==> src/rtl/shift_i2c_mem_path.sv <==
// shift_i2c_mem_path: universal shift register feeding a bit-serial
// I2C-style link whose slave end writes a 16x8 memory.
//
// Ports:
//   clk, rst (async, active-low)
//   data_in[7:0], S[2:0], MSBIn, LSBIn, enable : shift register control
//   master_addr[7:0]                           : target address of a frame
//   Q[7:0]          : shift register contents
//   masterdata[7:0] : data byte latched at frame start
//   dataout[7:0]    : last byte written to memory
//   done, nack      : one-cycle frame completion pulse / address rejected
module shift_i2c_mem_path #(
    parameter int MEM_DEPTH = 16
) (
    input  logic       clk,
    input  logic       rst,
    input  logic [7:0] data_in,
    input  logic [2:0] S,
    input  logic       MSBIn,
    input  logic       LSBIn,
    input  logic       enable,
    input  logic [7:0] master_addr,
    output logic [7:0] Q,
    output logic [7:0] masterdata,
    output logic [7:0] dataout,
    output logic       done,
    output logic       nack
);

    localparam int AW = $clog2(MEM_DEPTH);

    typedef enum logic [2:0] {
        IDLE, START, ADDR, ACK1, DATA, ACK2, STOP
    } state_t;

    state_t state, nxt;

    logic [2:0]    cnt;
    logic [7:0]    m_sh;
    logic [7:0]    s_sh;
    logic [AW-1:0] s_addr;
    logic [AW-1:0] last_addr;
    logic          s_ack;
    logic          scl_q;
    logic          scl;
    logic          sda;
    logic          addr_ok;
    logic          shifting;
    logic          stop_det;
    logic [7:0]    mem [MEM_DEPTH];

    assign addr_ok  = s_sh < 8'(MEM_DEPTH);
    assign shifting = (state == ADDR) || (state == DATA);
    // Stop condition: sda high while scl high during STOP.
    assign stop_det = (state == STOP) && scl && sda;
    // Memory is never written before reset, so the word at the last
    // written address is exactly the last byte written.
    assign dataout  = mem[last_addr];

    always_ff @(posedge clk or negedge rst) begin
        if (!rst) begin
            Q <= 8'h00;
        end else if (enable) begin
            unique case (S)
                3'b000: Q <= Q;
                3'b001: Q <= data_in;
                3'b010: Q <= {MSBIn, Q[7:1]};
                3'b011: Q <= {Q[6:0], LSBIn};
                3'b100: Q <= {Q[0], Q[7:1]};
                3'b101: Q <= {Q[6:0], Q[7]};
                3'b110: Q <= 8'h00;
                3'b111: Q <= ~Q;
            endcase
        end
    end

    always_ff @(posedge clk or negedge rst) begin
        if (!rst) state <= IDLE;
        else      state <= nxt;
    end

    always_comb begin
        nxt = state;
        unique case (state)
            IDLE:    nxt = enable ? START : IDLE;
            START:   nxt = ADDR;
            ADDR:    nxt = (cnt == 3'd7) ? ACK1 : ADDR;
            // Master samples the slave's ACK bit; NACK skips DATA.
            ACK1:    nxt = sda ? STOP : DATA;
            DATA:    nxt = (cnt == 3'd7) ? ACK2 : DATA;
            ACK2:    nxt = STOP;
            STOP:    nxt = IDLE;
            default: nxt = IDLE;
        endcase
    end

    always_comb begin
        sda = 1'b1;
        scl = scl_q;
        unique case (state)
            IDLE:    begin sda = 1'b1;     scl = 1'b1; end
            START:   sda = 1'b0;
            ADDR:    sda = m_sh[7];
            ACK1:    sda = ~addr_ok;
            DATA:    sda = m_sh[7];
            ACK2:    sda = 1'b0;
            STOP:    begin sda = 1'b1;     scl = 1'b1; end
            default: begin sda = 1'b1;     scl = 1'b1; end
        endcase
    end

    always_ff @(posedge clk or negedge rst) begin
        if (!rst) begin
            cnt        <= 3'd0;
            m_sh       <= 8'h00;
            s_sh       <= 8'h00;
            s_addr     <= '0;
            last_addr  <= '0;
            s_ack      <= 1'b0;
            scl_q      <= 1'b0;
            masterdata <= 8'h00;
            done       <= 1'b0;
            nack       <= 1'b0;
            for (int i = 0; i < MEM_DEPTH; i++) mem[i] <= 8'h00;
        end else begin
            scl_q <= (state == IDLE) ? 1'b0 : ~scl_q;
            cnt   <= shifting ? cnt + 3'd1 : 3'd0;
            done  <= stop_det;
            nack  <= stop_det && !s_ack;
            if (state == START) begin
                m_sh       <= master_addr;
                masterdata <= Q;
            end
            if (shifting) begin
                m_sh <= {m_sh[6:0], 1'b0};
                s_sh <= {s_sh[6:0], sda};
            end
            if (state == ACK1) begin
                m_sh   <= masterdata;
                s_addr <= s_sh[AW-1:0];
                s_ack  <= addr_ok;
            end
            if (stop_det && s_ack) begin
                mem[s_addr] <= s_sh;
                last_addr   <= s_addr;
            end
        end
    end

endmodule

==> config.mk <==
export PLATFORM = sky130hd
export DESIGN_NAME = shift_i2c_mem_path
export DESIGN_NICKNAME = d
export VERILOG_FILES = /design/src/rtl/shift_i2c_mem_path.sv
export SDC_FILE = /design/constraint.sdc
export NUM_CORES = 1
export LEC_CHECK = 0
export CAP_MARGIN = 25
export CORE_MARGIN = 2
export CORE_UTILIZATION = 30
export DETAILED_ROUTE_END_ITERATION = 10
export GPL_TIMING_DRIVEN = 0
export PLACE_DENSITY = 0.46
export SLEW_MARGIN = 20
export SYNTH_ARGS = -nofsm -noshare
export SYNTH_HDL_FRONTEND = slang
export SYNTH_SLANG_ARGS = --single-unit
==> constraint.sdc <==
create_clock -name clk -period 1.9 [get_ports clk]
set_input_delay 0.19 -clock clk [delete_from_list [all_inputs] [get_ports clk]]
set_output_delay 0.19 -clock clk [all_outputs]
set_load 0.05 [all_outputs]
Word-level counts from Yosys, hierarchy flattened --
Cells that the tools add are included. W data, S select, Z words.
Word-level totals: register bits after elaboration 178, bits of input ports 24, output and inout bits 26, word-level logic and storage cells 86
Cells by class: $add $sub $neg 1, order comparisons 4, equality and inequality tests 14, multiplexer cells 19, bitwise gates (word level) 6, reductions and logical operators 14
Operator list (number):
- $bwmux W128 | 1
- $pmux W8 S7 | 1
- $mux W8 | 6
- $bmux W8 S4 | 1
- $demux W8 S4 | 1
- $eq A3 B3 Y1 const B | 8
- $pmux W3 S6 | 1
- $eq A3 B2 Y1 const B | 4
- $ge A5 B5 Y1 const B | 2
- $not A4 Y5 | 2
- $lt A8 B5 Y1 const B | 1
- $not A8 Y8 | 1
- $eq A3 B1 Y1 const B | 2
- $logic_not A3 Y1 | 2
- $logic_and A1 B1 Y1 | 5
- $lt A5 B1 Y1 const B | 1
- $mux W1 | 5
- $reduce_or A5 Y1 | 1
- $reduce_or A2 Y1 | 2
- $add A3 B1 Y3 const B | 1
- $mux W3 | 1
- $not A1 Y1 | 3
- $pmux W1 S3 | 1
- $reduce_bool A3 Y1 | 1
- 4 further kinds | 4

Logic depth before layout (Yosys ltp) --
Gate-level depths: netlist of run 1.
depth in word-level cells 6, depth in mapped cells 7, gate-level depth less buffers 6

Worst setup path before layout of run 1 --
Ideal clock, no wire load.
kind register to output, from reg last_addr[0], to out dataout[2], arrival time 1.904 ns, required time 1.710 ns, setup slack -0.194 ns, stages on the path, launching flop included 6, buffers on the path 2, cells stage by stage dfrtp_1 > clkbuf_1 > buf_2 > mux4_2 > a22oi_1 > nand2_1
On the way: word-level cells in the longest chain between the ends 4
Ends and longest elaborated chain:
- start: declaration | line 42 | logic [AW-1:0] last_addr;
- start signal: assignment | line 145 | last_addr <= s_addr;
- $not A4 Y5 (implied by the code) | line 58 | assign dataout = mem[last_addr];
- $bmux W8 S4 | line 58
- $mux W8 (implied by the code) (2 in a row) | line 58
- end: declaration | line 25 | output logic [7:0] dataout,
No other way between the ends. The select of a mux whose other input is x is not followed.

Final worst setup path of run 1 --
from reg last_addr[0], to out dataout[3]
The elaborated chain is that of the path after synthesis.

==> results_tabular.tex, run 1 <==
\begin{tabular}{lr}
\hline
Metric & Value \\
\hline
\multicolumn{2}{l}{\textbf{Status}} \\
\quad Run status & complete, but fails checks \\
\quad Failing checks & setup timing \\
\multicolumn{2}{l}{\textbf{Die}} \\
\quad Row cnt & between 60 and 70 \\
\quad Number of I/O pins & 50 \\
\quad Initial core utilization & between 30\% and 40\% \\
\quad Die height & 170.8 um \\
\quad Die width & 170.8 um \\
\quad Die area & 29170 um2 \\
\quad Area of the core & 27550 um2 \\
\multicolumn{2}{l}{\textbf{Clocking}} \\
\quad CTS root buf & clkbuf\_16 \\
\quad Clock latency at the later pin of the worst-skew pair & 430 ps \\
\quad TritonCTS clock tree & built \\
\quad Number of buffers created by CTS & 17 \\
\quad Max Buffers Root-to-Sink & 2 \\
\quad Clock-pin slew of the registers on the worst-case setup and hold paths & 70 ps \\
\quad Max H-tree Level & 4 \\
\quad Clock net sink count & approximately 180 \\
\multicolumn{2}{l}{\textbf{STA}} \\
\quad Final sum of negative setup slack & -3778 ps \\
\quad Timing-limited maximum frequency & 0.4257 GHz \\
\quad Hold\_ws & around 300 ps \\
\quad Number of setup violations in the final report & 16 \\
\quad Max Transition Viols Final & 0 \\
\quad Actual transition at the worst max-transition pin & 764.6 ps \\
\quad RSZ-0062 raised after global routing & true \\
\quad Final count of hold timing violations & 0 \\
\quad Worst clock skew on the final layout & 12.52 ps \\
\quad Share of the clock period used by the worst path after layout & 123.6\% \\
\quad Worst slew slack as a fraction of its limit & 49.02\% \\
\quad Min Tclk post-route & 2349 ps \\
\quad Worst setup slack after layout & -449.0 ps \\
\multicolumn{2}{l}{\textbf{Pwr}} \\
\quad Sequential group share of total power & 36.8\% \\
\quad Cell Int Power & 8941 uW \\
\quad Fraction of power spent switching nets & between 30\% and 40\% \\
\quad Switching component of the power & 5221 uW \\
\quad Share of total power in the clock network & a little under a quarter \\
\quad Highest ir drop seen on vdd & around 730 uV \\
\quad Fraction of power consumed by combinational cells & about two fifths \\
\quad Total leakage power & 0.004843 uW \\
\quad Power density of the placed cells & 1323 nW/um2 \\
\quad Final Total Pwr & $\sim$14000 uW \\
\multicolumn{2}{l}{\textbf{Synthesis}} \\
\quad Syn Area/Cell & 14.20 um2 \\
\quad Synthesized-area fraction occupied by adder cells & less than 1\% \\
\quad Syn nets & between 600 and 700 \\
\quad Flip-flop and latch count after synthesis & 177 \\
\quad Combinational family with the most area after synthesis & multiplexers \\
\quad Multiplexer area fraction after synthesis & 34.24\% \\
\quad Share of synthesized cell area in and, or, nand and nor gates & around 5.3\% \\
\quad Sequential share of the synthesized area & 53.07\% \\
\quad Cell area after synthesis & 8347 um2 \\
\quad Yosys warning count & 0 \\
\quad Commonest register cell after synthesis & dfrtp\_1 \\
\quad Number of cells produced by synthesis & 588 \\
\quad Synthesized-area fraction occupied by ao, oa, aoi and oai cells & 4.317\% \\
\quad Fraction of registers with async set/reset & between 90\% and 100\% \\
\quad Number of enable-type register cells in the synthesized netlist & 0 \\
\quad Synth cell types & 41 \\
\quad Post-synthesis xor/xnor area fraction & 0.1049\% \\
\multicolumn{2}{l}{\textbf{Placement}} \\
\quad Count of buffers inserted at the top-level ports & 49 \\
\quad Final weighted congestion in routability-driven placement & roughly 0.76 \\
\quad Cells after DPL & between 1000 and 1500 \\
\quad Detailed-placement wirelength estimate & 14800 um \\
\multicolumn{2}{l}{\textbf{Global route}} \\
\quad Busiest metal layer after global routing & met2 \\
\quad GRT Resource Usage Total & 16.32\% \\
\quad Congestion Overflow GR & 0 \\
\quad Via count of the first global-routing pass & 5788 \\
\quad Pin count of the biggest net entering global routing & approximately 110 \\
\quad Met3 Track Usage GR & 2.429\% \\
\quad Met1 Track Usage GR & between 20 and 25\% \\
\quad Met2 global-route usage & 27.37\% \\
\quad Wire length of the first global-routing pass & 35130 um \\
\quad Antenna violations before repair & 0 \\
\multicolumn{2}{l}{\textbf{Layout}} \\
\quad Post-route core utilization & 38.85\% \\
\quad \# nets final & 700 \\
\quad Growth of design area from synthesis to finish & 28.24\% \\
\quad Count of filler cells inserted in the layout & 2598 \\
\quad Antenna fix cells & 0 \\
\quad Commonest cells after routing, fill and taps aside & 177 x dfrtp\_1, 92 x mux2\_2, 64 x mux2\_4 \\
\quad Share of cells above drive strength 1 & 45.04\% \\
\quad Post-Layout Cell Count & 1064 \\
\quad Most common cell after layout, fill and taps aside & dfrtp\_1 \\
\multicolumn{2}{l}{\textbf{Worst setup path}} \\
\quad Reg-to-reg setup timing slack & -90 ps \\
\quad Crit start category & flop \\
\quad Signal arrival time at the worst endpoint & between 2000 and 2500 ps \\
\quad Cell-by-cell trace of the critical path & buf\_8, buf\_12, mux4\_2, a22oi\_2, nand2\_2, buf\_6 \\
\quad Required time reported for the critical path endpoint & about 1700 ps \\
\quad Path type of the worst setup path & flop to output pin \\
\quad Largest fanout of any net on the critical path & 7 \\
\quad Element type at the critical path end & output pin \\
\quad Slowest stage cell on the critical path & mux4\_2 \\
\quad Largest stage delay on the critical path & between 500 and 600 ps \\
\multicolumn{2}{l}{\textbf{Routing}} \\
\quad Antenna viol nets, final & 0 \\
\quad Pre-antenna DRT Iters & 4 \\
\quad Overall via count from detail\_route & approximately 5300 \\
\quad Vias per inst & roughly 5 \\
\quad Remaining DRCs & 0 \\
\quad Iteration-0 DRC count of the detailed router & 264 \\
\quad Total wire length & 22350 um \\
\quad Average wire per standard cell & 21.00 um \\
\multicolumn{2}{l}{\textbf{Hold path}} \\
\quad Tightest Hold Check Type & primary input to asynchronous set/reset pin \\
\multicolumn{2}{l}{\textbf{Job}} \\
\quad Max\_cap viols & 0 \\
\hline
\end{tabular}
-- kinds of logic (layout without fill, tap and decap cells) --
group	after synthesis	in the layout
AO/OA/AOI/OAI	57	57
multiplexers	212	212
XOR/XNOR	1	1
flip-flops	177	177
buffers and inverters	51	149
AND/OR/NAND/NOR	88	88
adder cells (fa/ha/maj)	2	2
-- flip-flops by register name, indices dropped and copies added (netlist names), 4 cells and up --
name	flops
s_sh	8
s_addr	4
last_addr	4
Q	8
masterdata	8
mem	128
m_sh	8
-- repair_timing --
item | 4_1_cts | 5_1_grt
hold buffers | 1 | 0
setup buffers | 19 | 4
resized for setup | 173 | 15
cloned | 1 | 0
hold endpoints to repair | 72 | 0
pin swaps | 19 | 8
setup endpoints to repair | 175 | 156
-- through the flow --
step	instance area, um2	setup slack, ps
3_3_place_gp	9371	-6378
5_1_grt	10700	-512.1
6_report	10700	-449.0
4_1_cts	10670	-456.3
3_5_place_dp	9404	-1204
2_1_floorplan	8408	-102.7
-- power groups by stage --
stage	clock network (uW)	registers, uW	logic (uW)
floorplan	0	5360	3190
global placement	0	5110	5060
detailed placement	0	5160	5200
CTS	3430	5190	5650
global route	3600	5310	6030
finish	3340	5200	5610
-- worst max-delay path: cells and delay by family (launching register included) --
kind	cells	cell delay, ps
muxes	1	580
AOI/OAI and AO/OA	1	270
and+or+nand+nor	1	80
DFF	1	350
buffers and inverters	3	450
-- synth_stat cells, types with 5 or more instances --
library cell / instances / area share (%)
nand2b_1: 5 / 0.37
o21ai_0: 24 / 1.4
buf_1: 10 / 0.45
mux4_1: 6 / 1.9
clkbuf_1: 25 / 1.1
dfrtp_1: 177 / 53
nor2_2: 9 / 0.67
buf_2: 8 / 0.48
mux2_2: 148 / 20
mux4_2: 33 / 8.9
mux2_4: 8 / 1.4
nand2_1: 39 / 1.8
o221ai_1: 6 / 0.63
a22oi_1: 16 / 1.4
mux2i_1: 17 / 2.0
nor2_1: 12 / 0.54
-- per-layer routing --
| metal | vias up | wire (um) |
|---|---|---|
| met5 | - | 0 |
| met4 | 0 | 467 |
| met3 | 25 | 697 |
| met2 | 79 | 10980 |
| met1 | 2858 | 10200 |
| li1 | 2341 | - |
-- cell type report --
cell class	instances	area, um2	area share (%)
buffer	38	269.0	2.513
inverter	5	18.77	0.1753
clock buffer	23	478.0	4.465
tap	378	473.0	4.418
clock inverter	8	81.33	0.7598
sequential	177	4429	41.38
multi-input combinational	360	4098	38.28
timing repair buffer	75	857.1	8.007
-- worst paths after layout --
kind                               from            end  cells past startpoint
max                        last_addr[0]     dataout[3]                      6
min                                 rst  masterdata[4]                      2
max reg2reg                    state[2]        mem[88]                      6
min reg2reg                      cnt[0]         cnt[0]                      1
max in group asynchronous           rst       mem[113]                      3
min in group clk             data_in[0]           Q[0]                      3
Power figures use the tool's default switching activity.
==> run 2, diff against run 1 <==
Settings changed: DONT_BUFFER_PORTS set to 1, HOLD_SLACK_MARGIN set to 0.1, PLACE_DENSITY 0.46 to 0.43.
==> run 2 against run 1 <==
  * The run ends with hold timing, setup timing left
  * Register-to-register slack better by 40 ps
  * Fmax is 0.11% lower
  * Cell area is 2.9% lower
  * Non-clock buffer count is 33 lower
  * Die area stayed put
  * Global-route usage is 0.52 points lower
  * Clock power is 6.0% higher
  * Critical path type unchanged
  * Largest cell class unchanged
==> results_tabular.tex, run 2 (same netlist as run 1, synthesis figures left out) <==
\begin{tabular}{lr}
\hline
Metric & Value \\
\hline
\multicolumn{2}{l}{\textbf{Status}} \\
\quad Run status & complete, but fails checks \\
\quad Failing checks & hold timing, setup timing \\
\multicolumn{2}{l}{\textbf{Layout}} \\
\quad Register bank with the most flops & mem \\
\quad \# nets final & 667 (-4.7\%) \\
\quad Post-route core utilization & 37.73\% (-1.1 points) \\
\quad Commonest cells after routing, fill and taps aside & 175 x dfrtp\_1, 116 x mux2\_2, 40 x mux2\_4 \\
\quad Flip-flop count of the largest register, all copies and words added & 128 (unchanged) \\
\quad Growth of design area from synthesis to finish & 24.55\% \\
\quad Final instance area & 10400 um2 (-2.9\%) \\
\quad Count of filler cells inserted in the layout & 2630 (+1.2\%) \\
\quad Share of cells above drive strength 1 & 46.79\% (+1.7 points) \\
\quad Antenna fix cells & 0 (unchanged) \\
\quad Most common cell after layout, fill and taps aside & dfrtp\_1 \\
\multicolumn{2}{l}{\textbf{Clocking}} \\
\quad Total of hold buffers inserted after clock tree synthesis & 18 (+17) \\
\quad TritonCTS clock tree & built \\
\quad Number of buffers created by CTS & 17 (unchanged) \\
\quad CTS root buf & clkbuf\_16 \\
\quad Clock latency at the later pin of the worst-skew pair & 430 ps (about the same) \\
\quad Clock-pin slew of the registers on the worst-case setup and hold paths & 70 ps (about the same) \\
\quad Max Buffers Root-to-Sink & 2 (unchanged) \\
\quad Max H-tree Level & 4 (unchanged) \\
\quad Clock net sink count & 177 (unchanged) \\
\multicolumn{2}{l}{\textbf{STA}} \\
\quad Worst slew slack as a fraction of its limit & 41.26\% (-7.8 points) \\
\quad Min Tclk post-route & 2352 ps (+2.569 ps) \\
\quad Timing-limited maximum frequency & 0.4253 GHz (-0.11\%) \\
\quad Final count of hold timing violations & 177 (+177) \\
\quad Hold\_ws & -537.3 ps (-832.0 ps) \\
\quad Worst setup slack after layout & -451.5 ps (-2.569 ps) \\
\quad RSZ-0062 raised after global routing & true \\
\quad Actual transition at the worst max-transition pin & 877.9 ps (+113.2 ps) \\
\quad Max Transition Viols Final & 0 (unchanged) \\
\quad Share of the clock period used by the worst path after layout & 123.8\% (+0.14 points) \\
\quad Number of setup violations in the final report & 16 (unchanged) \\
\quad Worst clock skew on the final layout & 9.343 ps (-3.175 ps) \\
\multicolumn{2}{l}{\textbf{Pwr}} \\
\quad Fraction of power consumed by combinational cells & 34.1\% (-5.5 points) \\
\quad Fraction of power spent switching nets & 38.12\% (+1.3 points) \\
\quad Share of total power in the clock network & 25.5\% (+1.9 points) \\
\quad Switching component of the power & 5297 uW (+1.4\%) \\
\quad Highest ir drop seen on vdd & 651.2 uV (-11\%) \\
\quad Cell Int Power & 8598 uW (-3.8\%) \\
\quad Final Total Pwr & 13890 uW (-1.9\%) \\
\quad Sequential group share of total power & 40.5\% (+3.7 points) \\
\quad Power density of the placed cells & 1336 nW/um2 (+1.0\%) \\
\quad Total leakage power & 0.004649 uW (-4.0\%) \\
\multicolumn{2}{l}{\textbf{Die}} \\
\quad Die area & 29170 um2 (unchanged) \\
\quad Row cnt & 61 (unchanged) \\
\quad Number of I/O pins & 50 (unchanged) \\
\quad Die height & 170.8 um (unchanged) \\
\quad Die width & 170.8 um (unchanged) \\
\quad Area of the core & 27550 um2 (unchanged) \\
\quad Initial core utilization & 30.29\% (unchanged) \\
\multicolumn{2}{l}{\textbf{Worst setup path}} \\
\quad Element type at the critical path end & output pin \\
\quad Beginning of the critical path & last\_addr[0] \\
\quad End of the worst register-to-register path & mem[91] \\
\quad Largest fanout of any net on the critical path & 6 (-1) \\
\quad Reg-to-reg setup timing slack & -50 ps (+40 ps) \\
\quad Depth of the worst register-to-register path & 4 (-2) \\
\quad Signal arrival time at the worst endpoint & 2160 ps (about the same) \\
\quad Reg-to-Reg Start & state[0] \\
\quad Required time reported for the critical path endpoint & 1710 ps (about the same) \\
\quad Crit start category & flop \\
\quad Path type of the worst setup path & flop to output pin \\
\multicolumn{2}{l}{\textbf{Placement}} \\
\quad Cell area after placement & 8881 um2 (-5.6\%) \\
\quad Final weighted congestion in routability-driven placement & 0.7519 (-1.4\%) \\
\quad Detailed-placement wirelength estimate & 14190 um (-4.1\%) \\
\quad Count of buffers inserted at the top-level ports & 0 (-100\%) \\
\multicolumn{2}{l}{\textbf{Routing}} \\
\quad Remaining DRCs & 0 (unchanged) \\
\quad Vias per inst & 4.903 (-1.6\%) \\
\quad Average wire per standard cell & 21.06 um (+0.27\%) \\
\quad Iteration-0 DRC count of the detailed router & 260 (-1.5\%) \\
\quad Total wire length & 21730 um (-2.7\%) \\
\quad Pre-antenna DRT Iters & 4 (unchanged) \\
\quad Antenna viol nets, final & 0 (unchanged) \\
\quad Overall via count from detail\_route & 5060 (-4.6\%) \\
\multicolumn{2}{l}{\textbf{Job}} \\
\quad Max\_cap viols & 0 (unchanged) \\
\multicolumn{2}{l}{\textbf{Global route}} \\
\quad Congestion Overflow GR & 0 (unchanged) \\
\quad Via count of the first global-routing pass & 5624 (-2.8\%) \\
\quad Wire length of the first global-routing pass & 34150 um (-2.8\%) \\
\quad GRT Resource Usage Total & 15.80\% (-0.52 points) \\
\quad Antenna violations before repair & 0 (unchanged) \\
\quad Pin count of the biggest net entering global routing & 178 (+68\%) \\
\multicolumn{2}{l}{\textbf{Hold path}} \\
\quad Tightest Hold Check Type & primary input to asynchronous set/reset pin \\
\hline
\end{tabular}
==> run 2: cell count changes in the layout (fill, tap and decap cells not counted), sizes merged, moves of 4 or more <==
cell / change
dlygate4sd3: +17
clkbuf: -4
dlygate4sd2: -8
buf: -12
inv: +7
clkdlybuf4s50: -29
==> run 2: worst max path at each step <==
| stage | endpoint | slack (ps) | cells after the start |
|---|---|---|---|
| after floorplan | mem[88] | -100 | 7 |
| after global placement | dataout[0] | -730 | 5 |
| after detailed placement | dataout[1] | -720 | 5 |
| after CTS | dataout[1] | -500 | 4 |
| after global routing | dataout[1] | -500 | 5 |
| final | dataout[1] | -450 | 5 |
==> run 2: timing repair <==
action	in CTS	in global routing
setup buffers	20	2
gates cloned	2	0
setup endpoints to repair	167	111
gates resized for setup	99	11
pin swaps	26	11
hold endpoints to repair	193	177
==> run 2: critical path, stage by stage, from the launching register on <==
cell,delay (ps)
dfrtp_1,360
clkbuf_16,180
buf_12,130
mux4_2,550
a22oi_2,330
nand2_4,180
==> run 2: cell type report <==
type,instances,area [um2],share of cell area [%]
clock inverters,15,168.9,1.625
clock buffers,17,425.4,4.092
repair buffers,42,558.0,5.368
inverters,5,18.77,0.1805
multi-input cells,360,4063,39.08
plain buffers,38,257.7,2.479
well taps,378,473.0,4.549
flip-flops and latches,177,4432,42.63
==> run 2: routing by layer <==
metal | global-route usage [%] | share of wire [%] | up-vias
met3 | 1.966 | 2.3 | 21
li1 | - | - | 2271
met1 | 21.08 | 46 | 2701
met5 | 0 | 0 | -
met4 | 4.645 | 1.7 | 0
met2 | 26.97 | 50 | 67
==> run 2: per-stage QoR <==
step                      setup TNS (ps)  instances  hold slack [ps]  worst slack [ps]
after floorplan                    -1503        588           -105.6            -102.7
after global placement            -44520        966           -97.56            -731.6
after detailed placement          -44720        966           -96.47            -722.6
after CTS                          -4736       1031           -562.6            -497.8
after global routing               -4767       1032           -561.3            -503.5
final                              -3746       1032           -537.3            -451.5
==> run 2: power by group through the flow <==
| stage | logic [uW] | registers, uW | clock network, uW |
|---|---|---|---|
| floorplan | 3190 | 5360 | 0 |
| global placement | 4170 | 5540 | 0 |
| detailed placement | 4250 | 5590 | 0 |
| CTS | 4730 | 5610 | 3630 |
| global route | 5110 | 5730 | 3780 |
| finish | 4740 | 5620 | 3540 |
==> run 3, diff against run 2 <==
Settings changed: CORE_MARGIN 2 to unset, PLACE_DENSITY 0.43 to 0.42.
Clock period 1.9 ns to 2.6 ns, I/O delays scaled along.
==> run 3 against run 2 <==
  * Non-clock buffer count is 25 lower
  * Cell area fell by 7.8%
  * Sequential cell count is the same
  * Register-to-register slack gained 320 ps
  * Sequential power down 28%
  * Clock skew increased by 11 ps
  * The flow finishes with violations (hold timing)
==> results_tabular.tex, run 3 (same netlist as run 1, synthesis figures left out) <==
\begin{tabular}{lr}
\hline
Metric & Value \\
\hline
\multicolumn{2}{l}{\textbf{Clocking}} \\
\quad Clock latency at the later pin of the worst-skew pair & 430 ps (about the same) \\
\quad TritonCTS clock tree & built \\
\quad Clock net sink count & 177 (unchanged) \\
\quad Number of buffers created by CTS & 17 (unchanged) \\
\quad Clock-pin slew of the registers on the worst-case setup and hold paths & 60 ps (about the same) \\
\quad Max H-tree Level & 4 (unchanged) \\
\quad CTS root buf & clkbuf\_16 \\
\quad Max Buffers Root-to-Sink & 2 (unchanged) \\
\quad Total of hold buffers inserted after clock tree synthesis & 9 (-9) \\
\multicolumn{2}{l}{\textbf{Status}} \\
\quad Run status & complete, but fails checks \\
\quad Failing checks & hold timing \\
\multicolumn{2}{l}{\textbf{Die}} \\
\quad Number of I/O pins & 50 (unchanged) \\
\quad Initial core utilization & 30.80\% (+0.50 points) \\
\quad Die height & 168.8 um (-1.2\%) \\
\quad Area of the core & 27100 um2 (-1.6\%) \\
\quad Die area & 28490 um2 (-2.3\%) \\
\quad Row cnt & 60 (-1.6\%) \\
\quad Die width & 168.8 um (-1.2\%) \\
\multicolumn{2}{l}{\textbf{Global route}} \\
\quad Congestion Overflow GR & 0 (unchanged) \\
\quad GRT Resource Usage Total & 16.09\% (+0.29 points) \\
\quad Antenna violations before repair & 0 (unchanged) \\
\quad Pin count of the biggest net entering global routing & 178 (unchanged) \\
\quad Wire length of the first global-routing pass & 33640 um (-1.5\%) \\
\quad Via count of the first global-routing pass & 5437 (-3.3\%) \\
\multicolumn{2}{l}{\textbf{STA}} \\
\quad Worst clock skew on the final layout & 20.47 ps (+11.13 ps) \\
\quad Timing-limited maximum frequency & 0.4007 GHz \\
\quad Worst slew slack as a fraction of its limit & 32.62\% (-8.6 points) \\
\quad Max Transition Viols Final & 0 (unchanged) \\
\quad Hold\_ws & -462.1 ps (+75.21 ps) \\
\quad RSZ-0062 raised after global routing & false \\
\quad Final sum of negative setup slack & 0 ps (+3746 ps) \\
\quad Actual transition at the worst max-transition pin & 1007 ps (+129.1 ps) \\
\quad Share of the clock period used by the worst path after layout & 95.98\% \\
\quad Final count of hold timing violations & 177 (unchanged) \\
\quad Min Tclk post-route & 2495 ps \\
\quad Number of setup violations in the final report & 0 (-16) \\
\multicolumn{2}{l}{\textbf{Layout}} \\
\quad Count of filler cells inserted in the layout & 2601 (-1.1\%) \\
\quad Post-route core utilization & 35.36\% (-2.4 points) \\
\quad Commonest cells after routing, fill and taps aside & 176 x dfrtp\_1, 148 x mux2\_2, 33 x mux4\_2 \\
\quad Share of cells above drive strength 1 & 40.61\% (-6.2 points) \\
\quad Antenna fix cells & 0 (unchanged) \\
\quad Register bank with the most flops & mem \\
\quad \# nets final & 642 (-3.7\%) \\
\quad Growth of design area from synthesis to finish & 14.81\% \\
\quad Final instance area & 9583 um2 (-7.8\%) \\
\quad Most common cell after layout, fill and taps aside & dfrtp\_1 \\
\quad Flip-flop count of the largest register, all copies and words added & 128 (unchanged) \\
\multicolumn{2}{l}{\textbf{Placement}} \\
\quad Detailed-placement wirelength estimate & 14470 um (+1.9\%) \\
\quad Final weighted congestion in routability-driven placement & 0.7459 (-0.80\%) \\
\quad Count of buffers inserted at the top-level ports & 0 (unchanged) \\
\quad Cell area after placement & 8812 um2 (-0.77\%) \\
\multicolumn{2}{l}{\textbf{Worst setup path}} \\
\quad Required time reported for the critical path endpoint & 2340 ps (+630 ps) \\
\quad Largest fanout of any net on the critical path & 10 (+4) \\
\quad Path type of the worst setup path & flop to output pin \\
\quad Signal arrival time at the worst endpoint & 2240 ps (+80 ps) \\
\quad Crit start category & flop \\
\quad Reg-to-reg setup timing slack & 270 ps (+320 ps) \\
\quad Depth of the worst register-to-register path & 6 (+2) \\
\quad Element type at the critical path end & output pin \\
\multicolumn{2}{l}{\textbf{Routing}} \\
\quad Overall via count from detail\_route & 5033 (-0.53\%) \\
\quad Antenna viol nets, final & 0 (unchanged) \\
\quad Pre-antenna DRT Iters & 5 (+1) \\
\quad Remaining DRCs & 0 (unchanged) \\
\quad Iteration-0 DRC count of the detailed router & 282 (+8.5\%) \\
\quad Vias per inst & 5.033 (+2.6\%) \\
\quad Average wire per standard cell & 21.46 um (+1.9\%) \\
\quad Total wire length & 21460 um (-1.3\%) \\
\multicolumn{2}{l}{\textbf{Pwr}} \\
\quad Power density of the placed cells & 1029 nW/um2 (-23\%) \\
\quad Highest ir drop seen on vdd & 456.0 uV (-30\%) \\
\quad Total leakage power & 0.004381 uW (-5.8\%) \\
\quad Final Total Pwr & 9863 uW (-29\%) \\
\multicolumn{2}{l}{\textbf{Hold path}} \\
\quad Tightest Hold Check Type & primary input to asynchronous set/reset pin \\
\multicolumn{2}{l}{\textbf{Job}} \\
\quad Max\_cap viols & 0 (unchanged) \\
\hline
\end{tabular}
[run 3: changes by cell type in the layout (fill, tap and decap cells not counted), sizes merged]
cell	delta
clkinvlp	+2
clkinv	-4
buf	-19
clkbuf	+8
bufinv	+3
dlygate4sd3	-9
inv	-7
[run 3: worst paths after layout]
check                              from            to
max reg2reg                    state[0]      mem[112]
max in group asynchronous           rst  last_addr[0]
min in group clk                 enable      state[0]
min                                 rst       mem[11]
max                        last_addr[1]    dataout[4]
min reg2reg                      cnt[0]        cnt[0]
[run 3: repair_timing]
action | CTS | global route
resized for setup | 17 | 4
setup endpoints to repair | 8 | 4
setup buffers | 2 | 0
pin swaps | 2 | 0
hold endpoints to repair | 186 | 177
[run 3: worst max-delay path, stage by stage (launching register included)]
cell and delay [ps]:
dfrtp_1 540, clkbuf_4 350, mux4_2 390, a22oi_1 280, nand2_2 240
[run 3: where the power goes]
| group | switching (uW) | internal (uW) |
|---|---|---|
| clock | 1060 | 1660 |
| combinational | 1760 | 1320 |
| sequential | 739 | 3320 |
[run 3: cell type report]
cell class	count	area [um2]	area share, %
inverters	5	18.77	0.1958
clock inverters	9	156.4	1.632
repair buffers	11	105.1	1.097
plain buffers	44	220.2	2.298
well taps	372	465.4	4.857
multi-input cells	360	3722	38.84
clock buffers	22	464.2	4.844
flip-flops and latches	177	4431	46.23
[run 3: metal layers]
| metal | vias to the layer above | routed length [um] | global-route usage (%) | share of wire [%] |
|---|---|---|---|---|
| li1 | 2228 | - | - | - |
| met1 | 2714 | 9940 | 21.26 | 46 |
| met2 | 76 | 10590 | 26.77 | 49 |
| met3 | 15 | 638 | 2.829 | 3.0 |
| met4 | 0 | 288 | 5.217 | 1.3 |
| met5 | - | 0 | 0 | 0 |
[run 3: per-stage QoR]
stage,instances,setup WS [ps]
2_1_floorplan,588,435.8
3_5_place_dp,960,-195.9
6_report,1000,104.6
3_3_place_gp,960,-201.0
5_1_grt,1000,8.423
4_1_cts,1000,17.07
